===== config.mk =====
export PLATFORM = sky130hd
export DESIGN_NAME = xbar_cfg_loader_flat
export DESIGN_NICKNAME = d
export VERILOG_FILES = /design/src/rtl/xbar_cfg_pkg.sv /design/src/rtl/xbar_cfg_loader_if.sv /design/src/rtl/xbar_cfg_crc8.sv /design/src/rtl/xbar_cfg_loader.sv /design/src/flat_wrapper.sv
export SDC_FILE = /design/constraint.sdc
export NUM_CORES = 1
export LEC_CHECK = 0
export BUFFER_PORTS_ARGS = -buffer_cell sky130_fd_sc_hd__buf_4
export CORE_UTILIZATION = 60
export DETAILED_ROUTE_END_ITERATION = 12
export PLACE_DENSITY = 0.82
export SYNTH_ARGS = -nofsm -noshare
export SYNTH_HDL_FRONTEND = slang
export SYNTH_SLANG_ARGS = --single-unit

===== constraint.sdc =====
create_clock -name clk -period 5 [get_ports clk]
set_input_delay 0.75 -clock clk [delete_from_list [all_inputs] [get_ports clk]]
set_output_delay 0.75 -clock clk [all_outputs]
set_load 0.1 [all_outputs]

===== src/rtl/xbar_cfg_pkg.sv =====
// Shared constants, state type and selector range check for the crossbar
// configuration loader. The optional XBAR_CFG_CRC_EN macro adds one trailing
// CRC-8 word to each load.
package xbar_cfg_pkg;

  localparam int NUM_IN    = 17;
  localparam int NUM_OUT   = 20;
  localparam int SEL_W     = 5;
  localparam int WORD_W    = 8;
  localparam int CFG_W     = NUM_OUT * SEL_W;
  localparam int NUM_WORDS = (CFG_W + WORD_W - 1) / WORD_W;

  localparam logic [7:0] CRC8_POLY = 8'h07;

`ifdef XBAR_CFG_CRC_EN
  localparam int LOAD_WORDS = NUM_WORDS + 1;
`else
  localparam int LOAD_WORDS = NUM_WORDS;
`endif

  localparam int CNT_W = $clog2(LOAD_WORDS + 1);

  typedef enum logic [1:0] {
    IDLE,
    LOAD,
    CHECK
  } state_e;

  // True when every selector field addresses an existing crossbar input.
  function automatic logic cfg_legal(input logic [CFG_W-1:0] cfg);
    logic ok;
    ok = 1'b1;
    for (int k = 0; k < NUM_OUT; k++) begin
      if (cfg[k*SEL_W +: SEL_W] >= SEL_W'(NUM_IN)) ok = 1'b0;
    end
    return ok;
  endfunction

endpackage


===== src/rtl/xbar_cfg_loader_if.sv =====
// Word-stream handshake and status signals between the configuration source
// and the loader. The source uses the master modport, the loader the slave.
interface xbar_cfg_loader_if;
  import xbar_cfg_pkg::*;

  logic              io_cfg_start;
  logic              io_cfg_valid;
  logic [WORD_W-1:0] io_cfg_data;
  logic              io_cfg_ready;
  logic              io_cfg_busy;
  logic              io_cfg_done;
  logic              io_cfg_error;

  modport master (
    output io_cfg_start, io_cfg_valid, io_cfg_data,
    input  io_cfg_ready, io_cfg_busy, io_cfg_done, io_cfg_error
  );

  modport slave (
    input  io_cfg_start, io_cfg_valid, io_cfg_data,
    output io_cfg_ready, io_cfg_busy, io_cfg_done, io_cfg_error
  );

endinterface


===== src/rtl/xbar_cfg_crc8.sv =====
// CRC-8 accumulator: each enabled cycle folds one whole stream word into the
// running CRC, MSB first. Instantiated only when XBAR_CFG_CRC_EN is defined.
module xbar_cfg_crc8
  import xbar_cfg_pkg::*;
#(
  parameter int DATA_W = WORD_W
) (
  input  logic              clk,
  input  logic              reset,
  input  logic              clr_i,
  input  logic              en_i,
  input  logic [DATA_W-1:0] data_i,
  output logic [7:0]        crc_o
);

  logic [7:0] crc_q;

  function automatic logic [7:0] crc_step(input logic [7:0]        crc,
                                          input logic [DATA_W-1:0] d);
    logic [7:0] c;
    c = crc;
    for (int i = DATA_W - 1; i >= 0; i--) begin
      c = {c[6:0], 1'b0} ^ ((c[7] ^ d[i]) ? CRC8_POLY : 8'h00);
    end
    return c;
  endfunction

  // Running CRC register, cleared at every (re)start of a load.
  always_ff @(posedge clk) begin
    // NOTE: clocked state uses non-blocking assignment so every register
    // samples the pre-edge values of its neighbours.
    if (reset || clr_i) crc_q <= 8'h00;
    else if (en_i)      crc_q <= crc_step(crc_q, data_i);
  end

  assign crc_o = crc_q;

endmodule


===== src/rtl/xbar_cfg_loader.sv =====
// Crossbar configuration loader: assembles the selector vector from a word
// stream into a shadow register, range-checks it, then commits it atomically.
// Define XBAR_CFG_CRC_EN to require a trailing CRC-8 word on every load.
module xbar_cfg_loader
  import xbar_cfg_pkg::*;
(
  input  logic                   clk,
  input  logic                   reset,
  xbar_cfg_loader_if.slave       cfg,
  output logic [CFG_W-1:0]       io_mux_configs
);

  localparam logic [CNT_W-1:0] LAST_IDX = CNT_W'(LOAD_WORDS - 1);

  state_e           state_q, state_d;
  logic [CNT_W-1:0] cnt_q, cnt_d;
  logic [CFG_W-1:0] shadow_q, shadow_d;
  logic [CFG_W-1:0] mux_q, mux_d;
  logic             done_q, done_d;
  logic             error_q, error_d;
  logic             word_hs;
  logic             load_ok;

  // A word is taken only in LOAD, and a same-cycle restart drops it.
  assign word_hs = cfg.io_cfg_valid && (state_q == LOAD) && !cfg.io_cfg_start;

`ifdef XBAR_CFG_CRC_EN
  logic [7:0] crc_calc;
  logic [7:0] crc_word_q;
  logic       crc_clr;
  logic       crc_en;

  assign crc_clr = cfg.io_cfg_start && (state_q != CHECK);
  assign crc_en  = word_hs && (cnt_q < CNT_W'(NUM_WORDS));

  xbar_cfg_crc8 #(.DATA_W(WORD_W)) u_crc (
    .clk    (clk),
    .reset  (reset),
    .clr_i  (crc_clr),
    .en_i   (crc_en),
    .data_i (cfg.io_cfg_data),
    .crc_o  (crc_calc)
  );

  // Capture the transmitted CRC word (low 8 bits) for comparison in CHECK.
  always_ff @(posedge clk) begin
    if (reset)                                           crc_word_q <= 8'h00;
    else if (word_hs && (cnt_q == CNT_W'(NUM_WORDS)))    crc_word_q <= cfg.io_cfg_data[7:0];
  end

  assign load_ok = cfg_legal(shadow_q) && (crc_word_q == crc_calc);
`else
  assign load_ok = cfg_legal(shadow_q);
`endif

  // State, counter, shadow and active-configuration registers.
  always_ff @(posedge clk) begin
    // NOTE: the shadow is reset like any other register; it is flip-flops,
    // not a RAM, and a defined value keeps restarts and reset deterministic.
    if (reset) begin
      state_q  <= IDLE;
      cnt_q    <= '0;
      shadow_q <= '0;
      mux_q    <= '0;
      done_q   <= 1'b0;
      error_q  <= 1'b0;
    end else begin
      state_q  <= state_d;
      cnt_q    <= cnt_d;
      shadow_q <= shadow_d;
      mux_q    <= mux_d;
      done_q   <= done_d;
      error_q  <= error_d;
    end
  end

  // Next-state logic: load words, check the shadow, commit or flag an error.
  always_comb begin
    // NOTE: every output of this block gets a default first, so no path can
    // leave a signal unassigned and infer a latch.
    state_d  = state_q;
    cnt_d    = cnt_q;
    shadow_d = shadow_q;
    mux_d    = mux_q;
    done_d   = 1'b0;
    error_d  = error_q;

    unique case (state_q)
      IDLE: begin
        if (cfg.io_cfg_start) begin
          state_d  = LOAD;
          cnt_d    = '0;
          shadow_d = '0;
          error_d  = 1'b0;
        end
      end
      LOAD: begin
        if (cfg.io_cfg_start) begin
          cnt_d    = '0;
          shadow_d = '0;
        end else if (word_hs) begin
          // Padding bits of the last word, and the CRC word, fall beyond CFG_W.
          for (int b = 0; b < WORD_W; b++) begin
            if ((int'(cnt_q) * WORD_W + b) < CFG_W)
              shadow_d[int'(cnt_q) * WORD_W + b] = cfg.io_cfg_data[b];
          end
          cnt_d = cnt_q + CNT_W'(1);
          if (cnt_q == LAST_IDX) state_d = CHECK;
        end
      end
      CHECK: begin
        state_d = IDLE;
        if (load_ok) begin
          mux_d  = shadow_q;
          done_d = 1'b1;
        end else begin
          error_d = 1'b1;
        end
      end
      default: state_d = IDLE;
    endcase
  end

  assign cfg.io_cfg_ready = (state_q == LOAD);
  assign cfg.io_cfg_busy  = (state_q != IDLE);
  assign cfg.io_cfg_done  = done_q;
  assign cfg.io_cfg_error = error_q;
  assign io_mux_configs   = mux_q;

endmodule


===== src/flat_wrapper.sv =====
// flat-port wrapper written by rule: the top's interface ports become plain ports
module xbar_cfg_loader_flat import xbar_cfg_pkg::*;
  (clk, reset, io_mux_configs, cfg_io_cfg_start, cfg_io_cfg_valid, cfg_io_cfg_data, cfg_io_cfg_ready, cfg_io_cfg_busy, cfg_io_cfg_done, cfg_io_cfg_error);
  xbar_cfg_loader_if cfg_i ();
  input  logic clk;
  input  logic reset;
  output logic [CFG_W-1:0] io_mux_configs;
  input wire logic [$bits(cfg_i.io_cfg_start)-1:0] cfg_io_cfg_start;
  input wire logic [$bits(cfg_i.io_cfg_valid)-1:0] cfg_io_cfg_valid;
  input wire logic [$bits(cfg_i.io_cfg_data)-1:0] cfg_io_cfg_data;
  output wire logic [$bits(cfg_i.io_cfg_ready)-1:0] cfg_io_cfg_ready;
  output wire logic [$bits(cfg_i.io_cfg_busy)-1:0] cfg_io_cfg_busy;
  output wire logic [$bits(cfg_i.io_cfg_done)-1:0] cfg_io_cfg_done;
  output wire logic [$bits(cfg_i.io_cfg_error)-1:0] cfg_io_cfg_error;
  assign cfg_i.io_cfg_start = cfg_io_cfg_start;
  assign cfg_i.io_cfg_valid = cfg_io_cfg_valid;
  assign cfg_i.io_cfg_data = cfg_io_cfg_data;
  assign cfg_io_cfg_ready = cfg_i.io_cfg_ready;
  assign cfg_io_cfg_busy = cfg_i.io_cfg_busy;
  assign cfg_io_cfg_done = cfg_i.io_cfg_done;
  assign cfg_io_cfg_error = cfg_i.io_cfg_error;
  xbar_cfg_loader u_core (.clk(clk), .reset(reset), .cfg(cfg_i), .io_mux_configs(io_mux_configs));
endmodule

==> out/results.ini, run 1 <==
[place]
io_buffers = 115
routabilityCongestion = 0.8587
dp_cells = 1219
dp_hpwl_microns = 13210
pre_cts_ws_ps = 1973

[sta]
fin_crit_sh = 0.6224
tightest_slew_ps = 1006
fmax_mhz = 321.3
hold_viol = 0
min_period_ps = 3112
slew_headroom = 0.3296
maxSlewViolCount = 0
tns_ps = 0
rsz0062_at_grt = no
whs_ps = 463.8
skew_ps = 14.04
setup_viol = 0
worst_slack_ps = 1888

[power_and_ir_drop]
switching_share = 0.2137
finalPower_mw = 3.276
power.leakage_nw = 3.596
pwr-share-clk = 0.454
ir_worst_vdd_v = 0.0002220
power_frac_comb = 0.039
pwr-share-seq = 0.507
power_density_nw_per_um2 = 321.8
p_sw_uw = 700.3
p_int_mw = 2.576

[clocking]
htreeDepth = 1
numClockSinks = 208
postCtsSetupBuffers = 0
clk_latency_ps = 490
ctsHoldBuffers = 0
cts_inserted_buffers = 21
cts_resized = 0
cts-root-buf = clkbuf_16
cts_tree = built
clk_pin_slew_worst_paths_ps = 60
clock_path_buffers = 3

[synth]
synth_cell_types = 44
seq_area_frac_synth = 0.4721
synth-edff-count = 0
syn_inst = 1021
synth.net_count = 1038
synthTopCellsByArea = dfxtp_1, nand4b_1, nand2b_1
syn_area_sq_um = 8821
synth_top_area_share = 0.4721
async_flop_share = 0
ys_dominant_reg_cell = dfxtp_1
yosys.area.top_type = dfxtp_1
yosys_warnings = 0
synth.avg_cell_area_sq_um = 8.640
yosys_register_bits = 208

[floorplanning]
die_h_microns = 123.3
start_util = 0.6258
io_pins = 116
rows = 43
die_area_sq_um = 15190
coreArea_sq_um = 14100
die_w_microns = 123.3

[critical_path]
criticalPathCategory = reg -> reg
crit_required_ps = 5350
crit_arrival_ps = 3470
cpMaxStageDelayCell = o41ai_1
rr_worst_depth = 6
slowest_delay_ps = 780
cp-start-kind = register
cp_top_family = simple AND/OR/NAND/NOR gates
end_kind = register
crit_fanout = 37
r2r_end = u_core.io_mux_configs[53]
rrSetupSlack_ps = 1890
cp_num_buf_inv = 1
crit_chain = o41ai_1 > nand4_1 > nor4_4 > and2_2 > buf_4 > o21ai_1
reg2reg_from = u_core.shadow_q[20]

[drt]
routed_wirelength_microns = 21690
ant_nets = 0
wire_per_inst_microns = 17.28
num_vias = 7710
viasPerCell = 6.143
drc = 0
first_pass_iters = 7
drt-initial-drc-count = 721

[hold_path]
min_path_cells = 2
hold_start = u_core.io_mux_configs[83]
holdPathEnd = u_core.io_mux_configs[83]
hp-class = reg -> reg

[outcome]
status = completed

[global_routing]
grt_pass1_vias = 6852
track_usage = 0.2826
antenna_found_initial = 0
grt_pass1_wl_microns = 34420
grt_max_degree = 167
overflow = 0

[finish]
area.growth.synth_to_final_pct = 15.42
num_antenna_cells = 0
final_nets = 1079
fin_cells = 1255
drive_gt1_frac = 0.1479

[flow_run]
maxCapViolations = 0

==> worst min-delay path, stage by stage (launching register included) <==
cell	delay, ps
dfxtp_1	310
nand2b_1	60
o21ai_1	50
==> cell usage after synthesis (16+ instances only) <==
| cell | count |
|---|---|
| o21ai_1 | 101 |
| dfxtp_1 | 208 |
| a31oi_1 | 16 |
| buf_4 | 16 |
| a21oi_1 | 76 |
| o41ai_1 | 20 |
| nand2b_1 | 101 |
| nor2_1 | 47 |
| nand4b_1 | 101 |
| clkbuf_1 | 76 |
| nand3_1 | 92 |
| nand2_1 | 72 |
==> cell type report <==
cell class                 instances  area, sq um
inverter                           5        18.77
clock inverter                     2        10.01
clock buffer                      34        644.4
sequential                       208         4164
multi-input combinational        703         4192
fill                            1161         3915
tap                              180        225.2
timing repair buffer             123        927.1
==> power by group through the flow <==
stage | Sequential (mW) | Clock (mW) | Combinational (mW)
after detailed placement | 1.70 | 0 | 0.125
after CTS | 1.66 | 1.50 | 0.125
after global routing | 1.66 | 1.58 | 0.135
after floorplan | 1.70 | 0 | 0.0954
final | 1.66 | 1.49 | 0.128
after global placement | 1.70 | 0 | 0.125
==> layer usage <==
metal  GRT usage  up-vias  part of all wire  wire (microns)
li1            -     3729                 -               -
met1      0.3853     3654              0.44            9596
met2      0.4588      285              0.47           10190
met3     0.04105       42             0.063            1377
met4     0.09488        0             0.024             523
met5           0        -                 0               0
==> cells in the final DEF, fill, tap and decap left out, types with 2 or more instances in the layout <==
cell type  netlist  layout
ha_1             5       5
and2_1          15      14
nor3_1           3       3
clkbuf_16        0      21
nand2b_1       101     101
a22oi_1          9       9
nor4b_2          2       2
o22ai_1          2       2
nand4_1         10      10
o21ai_0          2       2
clkbuf_8         0       7
clkbuf_1        76       6
a21oi_1         76      76
buf_4           16     122
and3_1           8       8
mux2i_1          3       3
nor2_1          47      47
o41ai_1         20      20
a31oi_1         16      16
dfxtp_1        208     208
nand3_1         92      92
nor2b_1          2       2
o21ai_1        101     101
nand4b_1       101     101
inv_1            5       5
clkinv_2         0       2
nand2_1         72      71
==> worst max-delay path by stage <==
stage,start,to,depth (start not counted)
floorplan,u_core.state_q[1],u_core.shadow_q[97],6
finish,u_core.shadow_q[20],u_core.io_mux_configs[53],6
global placement,u_core.shadow_q[20],u_core.io_mux_configs[50],6
global route,u_core.shadow_q[20],u_core.io_mux_configs[49],6
detailed placement,u_core.shadow_q[20],u_core.io_mux_configs[73],6
CTS,u_core.shadow_q[20],u_core.io_mux_configs[53],6
==> stage by stage <==
stage,instance area (sq um),utilization
3_5_place_dp,9527,0.6758
3_3_place_gp,9527,0.6758
5_1_grt,10180,0.7223
2_1_floorplan,8821,-
4_1_cts,10180,0.7223
6_report,10180,0.7223
==> sequential cells by signal, summed over array words and instances (netlist names) <==
signal                   count
u_core.cfg.io_cfg_done       1
u_core.cnt_q                 4
u_core.io_mux_configs      100
u_core.shadow_q            100
u_core.cfg.io_cfg_error      1
u_core.state_q               2
==> kinds of logic after synthesis <==
logic type | count (synthesis) | synth area share
XOR/XNOR | 2 | 0.001986
flip-flops | 208 | 0.4721
AND/OR/NAND/NOR | 462 | 0.3135
adder cells (fa/ha/maj) | 5 | 0.007092
multiplexers | 3 | 0.003404
AO/OA/AOI/OAI | 231 | 0.1465
buffers and inverters | 110 | 0.05546
(Power assumes the default switching activity.)
==> run 2: changes to the inputs <==
--- a/config.mk
+++ b/config.mk
@@ -6,9 +6,9 @@
 export NUM_CORES = 1
 export LEC_CHECK = 0
 export BUFFER_PORTS_ARGS = -buffer_cell sky130_fd_sc_hd__buf_4
-export CORE_UTILIZATION = 60
+export CORE_UTILIZATION = 52
 export DETAILED_ROUTE_END_ITERATION = 12
-export PLACE_DENSITY = 0.82
+export PLACE_DENSITY = 0.76
 export SYNTH_ARGS = -nofsm -noshare
 export SYNTH_HDL_FRONTEND = slang
 export SYNTH_SLANG_ARGS = --single-unit
==> constraint.sdc (replaced) <==
create_clock -name clk -period 2.8 [get_ports clk]
set_input_delay 0.42 -clock clk [delete_from_list [all_inputs] [get_ports clk]]
set_output_delay 0.42 -clock clk [all_outputs]
set_load 0.1 [all_outputs]
==> run 2 against run 1 <==
Cell count increased by 5.8%. Flip-flop and latch count unchanged. Non-clock buffer count increased by 29. Clock-buffer cell count is the same. Sequential power grew 79%. Highest routed layer unchanged.
==> out/results.ini, run 2 (synthesized netlist as in run 1, its figures left out) <==
[drt]
num_vias = 7769
drc = 0
drt-initial-drc-count = 707
first_pass_iters = 5
ant_nets = 0
wire_per_inst_microns = 16.77
viasPerCell = 5.850
routed_wirelength_microns = 22270

[finish]
layout_common_cells = dfxtp_1, buf_4, nand2b_1, nand4b_1, o21ai_1
final_util = 0.6394
n_fill_cell = 1420
num_antenna_cells = 0
multi_input_area_sq_um = 4189
final_nets = 1109
fin_cells = 1328
final_common_cell = dfxtp_1
area.growth.synth_to_final_pct = 20.20
drive_gt1_frac = 0.1751
regArea_sq_um = 4164

[clocking]
cts_inserted_buffers = 22
cts_resized = 0
clk_latency_ps = 500
cts_tree = built
clk_pin_slew_worst_paths_ps = 60
numClockSinks = 208
ctsHoldBuffers = 0
clock_path_buffers = 3
htreeDepth = 1
postCtsSetupBuffers = 0
cts-root-buf = clkbuf_16

[sta]
tightest_slew_ps = 695.9
hold_viol = 0
fin_crit_sh = 0.8805
skew_ps = 7.373
rsz0062_at_grt = no
setup_viol = 0
tns_ps = 0
min_period_ps = 2466
maxSlewViolCount = 0
slew_headroom = 0.5300
fmax_mhz = 405.6

[critical_path]
crit_arrival_ps = 2890
slowest_delay_ps = 600
crit_fanout = 16
criticalPathCategory = reg -> reg
path_common_cell = buf_4
end_kind = register
crit_chain = o41ai_1 > buf_4 > nand4_1 > nor4_4 > buf_4 > buf_4 > nand4b_1 > o21ai_1
crit_required_ps = 3230
cpMaxStageDelayCell = o41ai_1
cp-start-kind = register

[floorplanning]
coreArea_sq_um = 16580
io_pins = 116
rows = 47
start_util = 0.5319
die_area_sq_um = 17490
die_w_microns = 132.2
die_h_microns = 132.2

[place]
io_buffers = 115
routabilityCongestion = 0.8945
dp_hpwl_microns = 14380
dp_cells = 1288

[hold_path]
hp-class = in -> reg

[power_and_ir_drop]
p_sw_mw = 1.313
ir_worst_vdd_v = 0.0004428
power.leakage_nw = 3.798
p_int_mw = 4.716
pwr-share-clk = 0.467
power_density_nw_per_um2 = 568.6
pwr-share-seq = 0.492
power_frac_comb = 0.041
switching_share = 0.2177

[global_routing]
track_usage = 0.2509
antenna_found_initial = 0
grt_max_degree = 104
overflow = 0
grt_pass1_vias = 6945
grt_pass1_wl_microns = 36360

[outcome]
status = completed

[flow_run]
maxCapViolations = 0

-- run 2: cell types whose count changed in the layout (fill, tap and decap cells not counted) --
| cell | before | now |
|---|---|---|
| inv_6 | 0 | 1 |
| clkbuf_1 | 6 | 5 |
| clkbuf_8 | 7 | 6 |
| nand2_2 | 0 | 1 |
| buf_12 | 0 | 8 |
| clkbuf_16 | 21 | 23 |
| clkinv_2 | 2 | 5 |
| buf_4 | 122 | 143 |
| nor2b_1 | 2 | 1 |
| nand2_4 | 1 | 0 |
| nor2b_2 | 0 | 1 |
-- run 2: worst paths after layout --
check	from	slack [ps]	cells past startpoint	end
setup / recovery	u_core.shadow_q[5]	330	8	u_core.io_mux_configs[23]
hold / removal	cfg_io_cfg_data[4]	200	3	u_core.shadow_q[92]
setup reg to reg	u_core.shadow_q[5]	330	8	u_core.io_mux_configs[23]
hold reg to reg	u_core.io_mux_configs[80]	460	2	u_core.io_mux_configs[80]
-- run 2: final cells by class --
| class | instances | area share |
|---|---|---|
| clock buffers | 34 | 0.06384 |
| clock inverters | 6 | 0.003186 |
| inverters | 5 | 0.001770 |
| multi-input cells | 703 | 0.3951 |
| flip-flops and latches | 208 | 0.3927 |
| well taps | 220 | 0.02596 |
| repair buffers | 152 | 0.1174 |
-- run 2: power by group through the flow --
stage | combinational [mW] | clock, mW | sequential [mW]
6_report | 0.245 | 2.82 | 2.97
5_1_grt | 0.260 | 3.01 | 2.97
4_1_cts | 0.242 | 2.87 | 2.97
3_5_place_dp | 0.241 | 0 | 3.03
3_3_place_gp | 0.241 | 0 | 3.03
2_1_floorplan | 0.171 | 0 | 3.03
-- run 2: critical path: cells and delay by family (launching register included) --
kind / cells / cell delay, ps
buffers and inverters: 3 / 730
DFF: 1 / 330
and+or+nand+nor: 3 / 650
AOI/OAI and AO/OA: 2 / 690
-- run 2: routing by layer --
layer / vias to the layer above / GRT usage / wire (microns) / share of wire
li1: 3786 / - / - / -
met1: 3721 / 0.3590 / 10180 / 0.46
met2: 228 / 0.3921 / 10360 / 0.47
met3: 34 / 0.03306 / 1226 / 0.055
met4: 0 / 0.07918 / 507 / 0.023
met5: - / 0 / 0 / 0
-- run 2: through the flow --
stage,setup WS (ps),instance area (sq um),hold slack (ps),total power [mW]
3_5_place_dp,383.6,9892,455.0,3.274
2_1_floorplan,539.8,8823,460.7,3.202
6_report,334.5,10600,199.4,6.028
3_3_place_gp,421.5,9892,454.1,3.274
5_1_grt,187.8,10600,196.6,6.235
4_1_cts,339.5,10600,189.5,6.077
==> run 3: changes to the inputs <==
--- a/config.mk
+++ b/config.mk
@@ -5,10 +5,11 @@
 export SDC_FILE = /design/constraint.sdc
 export NUM_CORES = 1
 export LEC_CHECK = 0
+export ABC_AREA = 1
 export BUFFER_PORTS_ARGS = -buffer_cell sky130_fd_sc_hd__buf_4
-export CORE_UTILIZATION = 52
+export CORE_UTILIZATION = 51
 export DETAILED_ROUTE_END_ITERATION = 12
-export PLACE_DENSITY = 0.76
+export PLACE_DENSITY = 0.75
 export SYNTH_ARGS = -nofsm -noshare
 export SYNTH_HDL_FRONTEND = slang
 export SYNTH_SLANG_ARGS = --single-unit
==> run 3 against run 2 <==
Critical endpoint is now u_core.io_mux_configs[41]. Routed wire length shrank 8.5%. Global-route usage rose by 0.21 points. Largest power group unchanged. Synthesized cell count rose by 7.1%.
==> out/results.ini, run 3 <==
[outcome]
status = completed

[synth]
synth.avg_cell_area_sq_um = 7.316
synth_cell_types = 29
synth_top_area_share = 0.5207
async_flop_share = 0
synth.net_count = 1110
synth-edff-count = 0
yosys_warnings = 0
yosys.area.top_type = dfxtp_1
synthMostInstantiatedCell = nor2_1
syn_area_sq_um = 7996
seq_area_frac_synth = 0.5207
syn_inst = 1093
ys_dominant_reg_cell = dfxtp_1
yosys_register_bits = 208
synth_commonest_cells = nor2_1, nand2_1, dfxtp_1, o21ai_0, a21oi_1
synthTopCellsByArea = dfxtp_1, nor2_1, nand2_1

[drt]
wirelength_met1_microns = 9174
dr_wl_met2_microns = 9347
wl_met3_microns = 1456
num_vias = 7447
drc = 0
wire_per_inst_microns = 14.40
drt-initial-drc-count = 680
first_pass_iters = 6
ant_nets = 0
viasPerCell = 5.263
top_layer = met4
routed_wirelength_microns = 20370

[critical_path]
crit_arrival_ps = 2640
end_kind = register
cp_num_buf_inv = 2
reg2reg_from = u_core.shadow_q[40]
path_common_cell = nor2_1
cp_top_family = simple AND/OR/NAND/NOR gates
r2r_end = u_core.io_mux_configs[41]
cpMaxStageDelayCell = buf_4
slowest_delay_ps = 460
crit_chain = nor2_1 > nand2_1 > nand2_1 > nand2_1 > nor2_1 > nand2_1 > nor2_1 > nand2_2 > inv_2 > buf_4 > nor2_1 > nor2_1
criticalPathCategory = reg -> reg
rr_worst_depth = 12
rrSetupSlack_ps = 580
crit_fanout = 58
crit_required_ps = 3220
cp-start-kind = register

[clocking]
cts-root-buf = clkbuf_16
cts_inserted_buffers = 21
ctsHoldBuffers = 0
postCtsSetupBuffers = 0
clk_latency_ps = 490
clock_path_buffers = 3
clk_pin_slew_worst_paths_ps = 60
cts_tree = built
numClockSinks = 208
htreeDepth = 1
cts_resized = 0

[power_and_ir_drop]
power_density_nw_per_um2 = 621.4
ir_worst_vdd_v = 0.0003655
power.leakage_nw = 3.858

[sta]
tns_ps = 0
fin_crit_sh = 0.7922
setup_viol = 0
whs_ps = 207.5
skew_ps = 9.461
slew_headroom = 0.5510
min_period_ps = 2218
tightest_slew_ps = 671.1
fmax_mhz = 450.8
hold_viol = 0
maxSlewViolCount = 0
rsz0062_at_grt = no

[global_routing]
track_usage = 0.2530
antenna_found_initial = 0
grt_pass1_wl_microns = 33060
grt_max_degree = 63
grt_pass1_vias = 6694
overflow = 0

[finish]
num_antenna_cells = 0
area.growth.synth_to_final_pct = 20.87
layout_common_cells = nor2_1, nand2_1, dfxtp_1
n_fill_cell = 1412
final_nets = 1209
regArea_sq_um = 4164
drive_gt1_frac = 0.1512
multi_input_area_sq_um = 3482
final_common_cell = nor2_1

[place]
io_buffers = 115
dp_hpwl_microns = 13930
routabilityCongestion = 1.030

[floorplanning]
die_h_microns = 127.2
coreArea_sq_um = 15260
die_w_microns = 127.2
die_area_sq_um = 16180
io_pins = 116
start_util = 0.5241
rows = 45

[hold_path]
holdPathEnd = u_core.state_q[1]
min_path_cells = 3
hp-class = in -> reg
hold_start = cfg_io_cfg_valid

[flow_run]
maxCapViolations = 0

## run 3: cell count changes in the layout (fill, tap and decap cells not counted), sizes merged, moves of 8 or more
cell    previous run  this run
nor3               3        14
nor2              47       287
nand2b           101         0
a21oi             76       106
a22oi              9         1
buf              152       122
nand2             72       250
and2              16         0
o21ai            103       115
o41ai             20         0
nand4b           101         0
a31oi             16         0
inv                6        36
nand3             92        11
## run 3: worst reg2reg max path: stages, from the launching register on
cell     delay (ps)
dfxtp_1         320
nor2_1          100
nand2_1          60
nand2_1         160
nand2_1          80
nor2_1          120
nand2_1          60
nor2_1          120
nand2_2         270
inv_2           140
buf_4           460
nor2_1          140
nor2_1          120
## run 3: worst max path at each step
stage / startpoint / to / slack, ps / depth (start not counted)
finish: u_core.shadow_q[40] / u_core.io_mux_configs[41] / 580 / 12
global route: u_core.shadow_q[25] / u_core.io_mux_configs[41] / 310 / 12
CTS: u_core.shadow_q[40] / u_core.io_mux_configs[41] / 610 / 12
detailed placement: u_core.shadow_q[40] / u_core.io_mux_configs[41] / 620 / 12
global placement: u_core.shadow_q[40] / u_core.io_mux_configs[34] / 670 / 12
floorplan: u_core.state_q[0] / u_core.shadow_q[64] / 790 / 10
## run 3: metal layers
metal,track usage,up-vias
li1,-,3722
met1,0.3480,3395
met4,0.07493,0
met5,0,-
met2,0.4131,297
met3,0.03727,33
## run 3: cell type report
| cell class | count | area share |
|---|---|---|
| sequential | 208 | 0.4308 |
| multi-input combinational | 800 | 0.3603 |
| timing repair buffer | 122 | 0.09476 |
| clock buffer | 31 | 0.06654 |
| tap | 211 | 0.02731 |
| inverter | 39 | 0.01515 |
| clock inverter | 4 | 0.005178 |
## run 3: kinds of logic (layout without fill, tap and decap cells)
family	count (synthesis)	in the layout	synth area share
fa+ha+maj	5	5	0.007824
buf+inv	85	196	0.04381
compound gates	222	222	0.1407
xor+xnor	1	1	0.001095
simple gates	572	572	0.2859
flops	208	208	0.5207
## run 3: power breakdown
group | internal (mW) | leakage (nW) | switching [mW]
clock network | 1.67 | 0.337 | 1.11
registers | 2.97 | 1.68 | 0.00719
logic | 0.0560 | 1.84 | 0.189
## run 3: metrics by stage
| step | instance area [sq um] | total power, mW | setup WS [ps] | cells | util |
|---|---|---|---|---|---|
| after detailed placement | 8972 | 3.281 | 625.0 | 1380 | 0.5880 |
| after global placement | 8972 | 3.280 | 669.4 | 1380 | 0.5880 |
| after global routing | 9666 | 6.187 | 310.7 | 1415 | 0.6335 |
| after CTS | 9666 | 6.042 | 613.1 | 1415 | 0.6335 |
| after floorplan | 7996 | 3.209 | 791.9 | 1093 | - |
| final | 9666 | 6.006 | 581.9 | 1415 | 0.6335 |
